$ cat src/rtl/conv_sched.sv
// rtl/conv_sched.sv - A2D conversion scheduler: tick generator, masked channel sweep, result store
// Sweeps the masked channels in ascending order, one A2D start/complete handshake per channel.
module conv_sched #(
    parameter int                NUM_CH  = 3,
    parameter int                CH_W    = 3,
    parameter int                DATA_W  = 12,
    parameter int                CNT_W   = 19,
    parameter int                TO_CYC  = 1024,
    parameter int                BATT_CH = 2,
    parameter logic [DATA_W-1:0] BATT_TH = 12'h800
) (
    input  logic                     clk,
    input  logic                     rst,
    input  logic                     en,
    input  logic                     mode,
    input  logic                     trig,
    input  logic [CNT_W-1:0]         period,
    input  logic [NUM_CH-1:0]        ch_mask,
    output logic                     strt_cnv,
    output logic [CH_W-1:0]          chnnl,
    input  logic                     cnv_cmplt,
    input  logic [DATA_W-1:0]        res,
    output logic [NUM_CH*DATA_W-1:0] ch_data,
    output logic [NUM_CH-1:0]        ch_vld,
    output logic [NUM_CH-1:0]        upd,
    output logic                     sweep_done,
    output logic                     nxt,
    output logic                     ovrrun,
    output logic                     batt_low,
    output logic                     timeout_err
);

    localparam int WC_W = $clog2(TO_CYC + 1);

    typedef enum logic [1:0] {IDLE, LAUNCH, CONV} state_t;

    state_t             state_q, state_d;
    logic [CNT_W-1:0]   cnt_q, cnt_d;
    logic [NUM_CH-1:0]  mask_q, mask_d;
    logic [CH_W-1:0]    ch_q, ch_d;
    logic [WC_W-1:0]    wcnt_q, wcnt_d;
    logic [DATA_W-1:0]  data_q [NUM_CH];
    logic [DATA_W-1:0]  data_d [NUM_CH];
    logic [NUM_CH-1:0]  vld_q, vld_d;
    logic [NUM_CH-1:0]  upd_q, upd_d;
    logic               done_q, done_d;
    logic               batt_q, batt_d;
    logic               to_q, to_d;

    logic               req;
    logic               first_hit, next_hit;
    logic [CH_W-1:0]    first_ch, next_ch;

    always_comb begin
        nxt    = en && (cnt_q == period);
        cnt_d  = (!en || nxt) ? '0 : cnt_q + CNT_W'(1);
        req    = en && (mode ? trig : nxt);
        ovrrun = req && (state_q != IDLE);

        // Descending scan leaves the lowest qualifying index selected.
        first_hit = 1'b0;
        first_ch  = '0;
        next_hit  = 1'b0;
        next_ch   = '0;
        for (int i = NUM_CH - 1; i >= 0; i--) begin
            if (ch_mask[i]) begin
                first_hit = 1'b1;
                first_ch  = CH_W'(i);
            end
            if (mask_q[i] && (CH_W'(i) > ch_q)) begin
                next_hit = 1'b1;
                next_ch  = CH_W'(i);
            end
        end

        state_d = state_q;
        mask_d  = mask_q;
        ch_d    = ch_q;
        wcnt_d  = wcnt_q;
        data_d  = data_q;
        vld_d   = vld_q;
        upd_d   = '0;
        done_d  = 1'b0;
        batt_d  = batt_q;
        to_d    = to_q;

        case (state_q)
            IDLE: begin
                if (req) begin
                    mask_d = ch_mask;
                    ch_d   = first_ch;
                    if (first_hit) state_d = LAUNCH;
                    else           done_d  = 1'b1;
                end
            end
            LAUNCH: begin
                wcnt_d  = WC_W'(1);
                state_d = CONV;
            end
            CONV: begin
                if (cnv_cmplt) begin
                    for (int i = 0; i < NUM_CH; i++) begin
                        if (CH_W'(i) == ch_q) begin
                            data_d[i] = res;
                            upd_d[i]  = 1'b1;
                            vld_d[i]  = 1'b1;
                        end
                    end
                    if (ch_q == CH_W'(BATT_CH)) batt_d = (res < BATT_TH);
                    // A dropped enable lets this conversion land but ends the sweep silently.
                    if (en && next_hit) begin
                        ch_d    = next_ch;
                        state_d = LAUNCH;
                    end else begin
                        state_d = IDLE;
                        done_d  = en;
                    end
                end else if (wcnt_q == WC_W'(TO_CYC - 1)) begin
                    to_d    = 1'b1;
                    state_d = IDLE;
                end else begin
                    wcnt_d = wcnt_q + WC_W'(1);
                end
            end
            default: state_d = IDLE;
        endcase
    end

    always_ff @(posedge clk) begin
        if (rst) begin
            state_q <= IDLE;
            cnt_q   <= '0;
            mask_q  <= '0;
            ch_q    <= '0;
            wcnt_q  <= '0;
            data_q  <= '{default: '0};
            vld_q   <= '0;
            upd_q   <= '0;
            done_q  <= 1'b0;
            batt_q  <= 1'b0;
            to_q    <= 1'b0;
        end else begin
            state_q <= state_d;
            cnt_q   <= cnt_d;
            mask_q  <= mask_d;
            ch_q    <= ch_d;
            wcnt_q  <= wcnt_d;
            data_q  <= data_d;
            vld_q   <= vld_d;
            upd_q   <= upd_d;
            done_q  <= done_d;
            batt_q  <= batt_d;
            to_q    <= to_d;
        end
    end

    always_comb begin
        for (int i = 0; i < NUM_CH; i++) ch_data[i*DATA_W +: DATA_W] = data_q[i];
    end

    assign strt_cnv    = (state_q == LAUNCH);
    assign chnnl       = ch_q;
    assign ch_vld      = vld_q;
    assign upd         = upd_q;
    assign sweep_done  = done_q;
    assign batt_low    = batt_q;
    assign timeout_err = to_q;

endmodule

$ cat config.mk
export PLATFORM = sky130hd
export DESIGN_NAME = conv_sched
export DESIGN_NICKNAME = d
export VERILOG_FILES = /design/src/rtl/conv_sched.sv
export SDC_FILE = /design/constraint.sdc
export NUM_CORES = 1
export LEC_CHECK = 0
export CORE_MARGIN = 2
export CORE_UTILIZATION = 52
export DETAILED_ROUTE_END_ITERATION = 12
export DONT_BUFFER_PORTS = 1
export PLACE_DENSITY = 0.71
export SLEW_MARGIN = 25
export SYNTH_ARGS = -nofsm -noshare
export SYNTH_HDL_FRONTEND = slang
export SYNTH_SLANG_ARGS = --single-unit
$ cat constraint.sdc
create_clock -name clk -period 3.1 [get_ports clk]
set_input_delay 0.31 -clock clk [delete_from_list [all_inputs] [get_ports clk]]
set_output_delay 0.31 -clock clk [all_outputs]
set_load 0.05 [all_outputs]
# Word-level counts from Yosys, hierarchy flattened
# Cells that the tools add are included.
# totals
register_bits	83
input_bits	40
output_inout_bits	51
word_cells	96
# classes
add_sub_neg	2
magnitude_cmp	4
n_eq_ne	14
mux	34
bitwise	2
reduce_logical	25
# ops
operator	count
$mux 11	2
$pmux 11 s2	1
$mux 3	7
$reduce_and 3->1	7
$add 19x1->19 const B	1
$eq 19x19->1	1
$mux 1	15
$lt 12x12->1 const B	1
$mux 2	6
$ne 2x2->1 const B	6
$add 11x1->11 const B	1
$eq 11x10->1 const B	1
$logic_and 1x1->1	7
$gt 1x3->1 const A	2
$pmux 2 s3	1
$pmux 3 s2	1
$reduce_bool 2->1	3
$reduce_and 4->1	1
$eq 1x3->1 const A	1
$eq 2x3->1 const A	1
$eq 3x2->1 const B	1
$gt 2x3->1 const A	1
$logic_not 3->1	1
$ne 3x3->1 const B	1
other kinds (10)	11

# Longest topological paths before layout
# logic_depth
ltp_word	9
depth_mapped	9
ltp_nobuf	8

# Least setup slack after synthesis
# OpenSTA, ideal clock, no wires.
# synth_timing
kind	reg2out
from	register cnt_q[9]
to	output port nxt
t_arrival_ps	2115
required_ps	2790
slack_ps	675
path_stages_with_launch	6
n_path_buf	1
cell_sequence	dfxtp_1 > clkbuf_2 > xor2_1 > nor4_2 > nand2_1 > nor3_1
# synth_via
elab_chain_len	2
# synth_rtl
item	line	text
from (decl)	38	logic [CNT_W-1:0] cnt_q, cnt_d;
from (signal assigned)	144	cnt_q <= cnt_d;
$eq 19x19->1	55	nxt = en && (cnt_q == period);
$logic_and 1x1->1	55	
to (decl)	27	output logic nxt,
# Every way passes these cells.

# Final worst setup path
# layout_timing
from	register cnt_q[5]
to	output port ovrrun
# layout_via
elab_chain_len	5
# layout_rtl
item	line	text
$eq 19x19->1	55	
$logic_and 1x1->1	55	
$mux 1	57	req = en && (mode ? trig : nxt);
$logic_and 1x1->1	57	
$logic_and 1x1->1	58	ovrrun = req && (state_q != IDLE);
to (decl)	28	output logic ovrrun,
# Every way passes these cells.

==> results.md <==
- Crit end category: output pin
- Clk slew on worst S/H paths: 90 ps
- Fin nets: 471
- Via count: 2,787
- Hold Path Origin: rst
- DP Worst Slack: 760 ps
- CP max FO: 4
- Num rows: 29
- Fin Setup TNS: 0 ps
- DRT iter0 DRCs: 117
- DRC errors left: 0
- Vias in the first global route: 2,602
- Core area: 6390 µm²
- F_max: 0.415 GHz
- Initial core utilization: 0.543
- Most common cell after layout, fill and taps aside: nand2_1
- FF-to-FF Start: state_q[0]
- Netlist cell types: 43
- Drt via density: 5.50
- DIE AREA: 7330 µm²
- Filler instances: 584
- R2R setup slack: 740 ps
- Seq/Total Area, Yosys: 0.468
- RSZ-0062 raised after global routing: false
- Initial antenna violation count: 0
- CP peak stage delay: 380 ps
- Syn_area_per_cell: 8.11 µm²
- Clock root buffer: clkbuf_8
- Actual slew at the worst max-slew pin: 894 ps
- CP Data Required Time: 2790 ps
- Final wirelength: 7710 µm
- Final worst slack: 690 ps
- Slew headroom: 0.401
- Sink Count: 81
- Syn Nets: 473
- Total grt overflow: 0
- Most frequent cells in the layout: 92 x nand2_1, 81 x dfxtp_1, 54 x nor2_1
- H-tree Lvls: 3
- Port bufs: 0
- Max Slew Vio Count: 0
- Worst path slowest cell: nor4_1
- Syn. warnings: 0
- Critical path cell sequence: xor2_1, nor4_1, nand2_1, o21bai_1, nand2_1, nor2_1, buf_4
- Worst VDD drop: 0.452 mV
- First-pass GRT wire length: 12,300 µm
- Cells after Synth: 427
- CTS tree: built
- First-pass DRT Iterations: 4
- R2R cell count: 8
- Ant diodes: 0
- ANT nets after route: 0
- Cts bufs inserted: 9
- DP HPWL: 5480 µm
- Post-layout util: 0.588
- Status: complete, no violations
- Hold crit path type: in2reg
- Hold path endpoint: upd[0]
- All-Layer GR Usage: 0.211
- Critical setup path kind: reg2out
- Final Power: 2350 µW
- I/O pin total: 91
- Final Wtd Congestion: 0.862
- Final setup fails: 0
- CP arrival: 2100 ps
- Worst R2R End: wcnt_q[9]
- Minimum clock period: 2410 ps
- Die height: 85.6 µm
- Pwr Density: 626 nW/µm²
- Pin count of the biggest net entering global routing: 55
- Synth-to-layout area growth: 8.31%
- Leak Pwr: 0.00132 µW
- Hold depth: 1
- Final Cycle Share: 0.777
- Worst-Skew Late Latency: 360 ps
- Startpoint Class: flop
- Most Frequent Cell on Critical Path: nand2_1
- Clock Skews: 15.4 ps
- Hold Violations, Final: 0
- Syn Std Cell Area: 3460 µm²
- CTS max path bufs: 2
- Register bit total from synthesis: 81
- Routed len/inst: 15.2 µm
- Die width: 85.6 µm
- Max cap viols: 0
- Layout cell share with drive strength beyond 1: 0.0581
[worst max-delay path: cells and delay by family, from the launching register on]
family,cells,cell delay (ps)
buf+inv,1,200
xor+xnor,1,180
simple gates,4,750
compound gates,1,260
flops,1,350
[synthesized netlist by cell type (all sizes together)]
library cell,instances,area share
a211oi,1,0.0022
a21boi,1,0.0022
a21o,1,0.0022
a21oi,42,0.061
a22oi,1,0.0022
a31oi,1,0.0018
and2,1,0.0018
and3,3,0.0054
and4,2,0.0051
buf,3,0.0047
clkbuf,15,0.017
conb,1,0.0011
dfxtp,81,0.47
ha,6,0.022
inv,11,0.012
mux2i,2,0.0058
nand2,92,0.10
nand3,16,0.023
nand4,4,0.0072
nand4b,1,0.0025
nor2,54,0.059
nor2b,3,0.0054
nor3,11,0.016
nor3b,2,0.0043
nor4,5,0.011
nor4b,1,0.0025
o211a,1,0.0029
o211ai,2,0.0058
o21ai,5,0.0072
o21bai,4,0.0087
o22ai,1,0.0018
o311a,1,0.0033
o31ai,2,0.0043
or3,6,0.011
or4b,1,0.0029
xnor2,13,0.033
xor2,30,0.076
[what timing repair did]
action                                 CTS  global route
gates resized for setup                  0             0
endpoints found under the hold margin    0             8
hold buffers                             0             2
buffers inserted                         0             0
setup endpoints to repair                0             0
[per-layer routing]
metal	global-route usage	wire length, µm	up-vias
met4	0.0851	104	0
met1	0.260	3230	1268
met3	0.0683	708	8
li1	-	-	1406
met2	0.342	3660	105
met5	0	0	-
[cell type report]
type | instances | area (µm²) | area share
Sequential cell | 81 | 1620 | 0.432
Clock inverter | 6 | 75.1 | 0.0200
Tap cell | 77 | 96.3 | 0.0257
Timing Repair Buffer | 5 | 42.5 | 0.0113
Multi-Input combinational cell | 317 | 1740 | 0.463
Inverter | 11 | 41.3 | 0.0110
Clock buffer | 10 | 138 | 0.0367
[per-stage QoR]
| step | hold WS, ps | instances | instance area (µm²) |
|---|---|---|---|
| 2_1_floorplan | 430 | 427 | 3460 |
| 4_1_cts | 2.40 | 505 | 3730 |
| 3_5_place_dp | 385 | 489 | 3520 |
| 5_1_grt | 0.520 | 507 | 3750 |
| 6_report | 19.0 | 507 | 3750 |
| 3_3_place_gp | 383 | 489 | 3520 |
[flip-flops by register name, summed over array words and instances (netlist names)]
name         flops
wcnt_q          11
timeout_err      1
ch_vld           3
sweep_done       1
upd              3
state_q          2
mask_q           2
chnnl            2
ch_data         36
cnt_q           19
batt_low         1
[power breakdown]
part / total (µW) / internal, µW / leakage (µW) / switching (µW)
Clock: 801 / 403 / 0.000105 / 398
Combinational: 344 / 120 / 0.000560 / 225
Sequential: 1200 / 1080 / 0.000653 / 122
Total: 2350 / 1600 / 0.00132 / 744
[kinds of logic after synthesis]
group | Yosys count | share of synthesized area
mux | 2 | 0.00578
other cells | 1 | 0.00108
fa+ha+maj | 6 | 0.0217
xor+xnor | 43 | 0.109
simple gates | 202 | 0.256
flops | 81 | 0.468
compound gates | 63 | 0.105
buf+inv | 29 | 0.0332
[worst max path at each step]
stage / startpoint / end / slack [ps] / cells past startpoint
after detailed placement: state_q[0] / wcnt_q[5] / 760 / 8
after CTS: cnt_q[4] / ovrrun / 680 / 7
after global routing: state_q[0] / wcnt_q[7] / 470 / 8
after global placement: state_q[0] / wcnt_q[9] / 850 / 8
final: cnt_q[5] / ovrrun / 690 / 7
after floorplan: cnt_q[9] / nxt / 670 / 5
No activity file was read; power rests on OpenSTA's default activity.
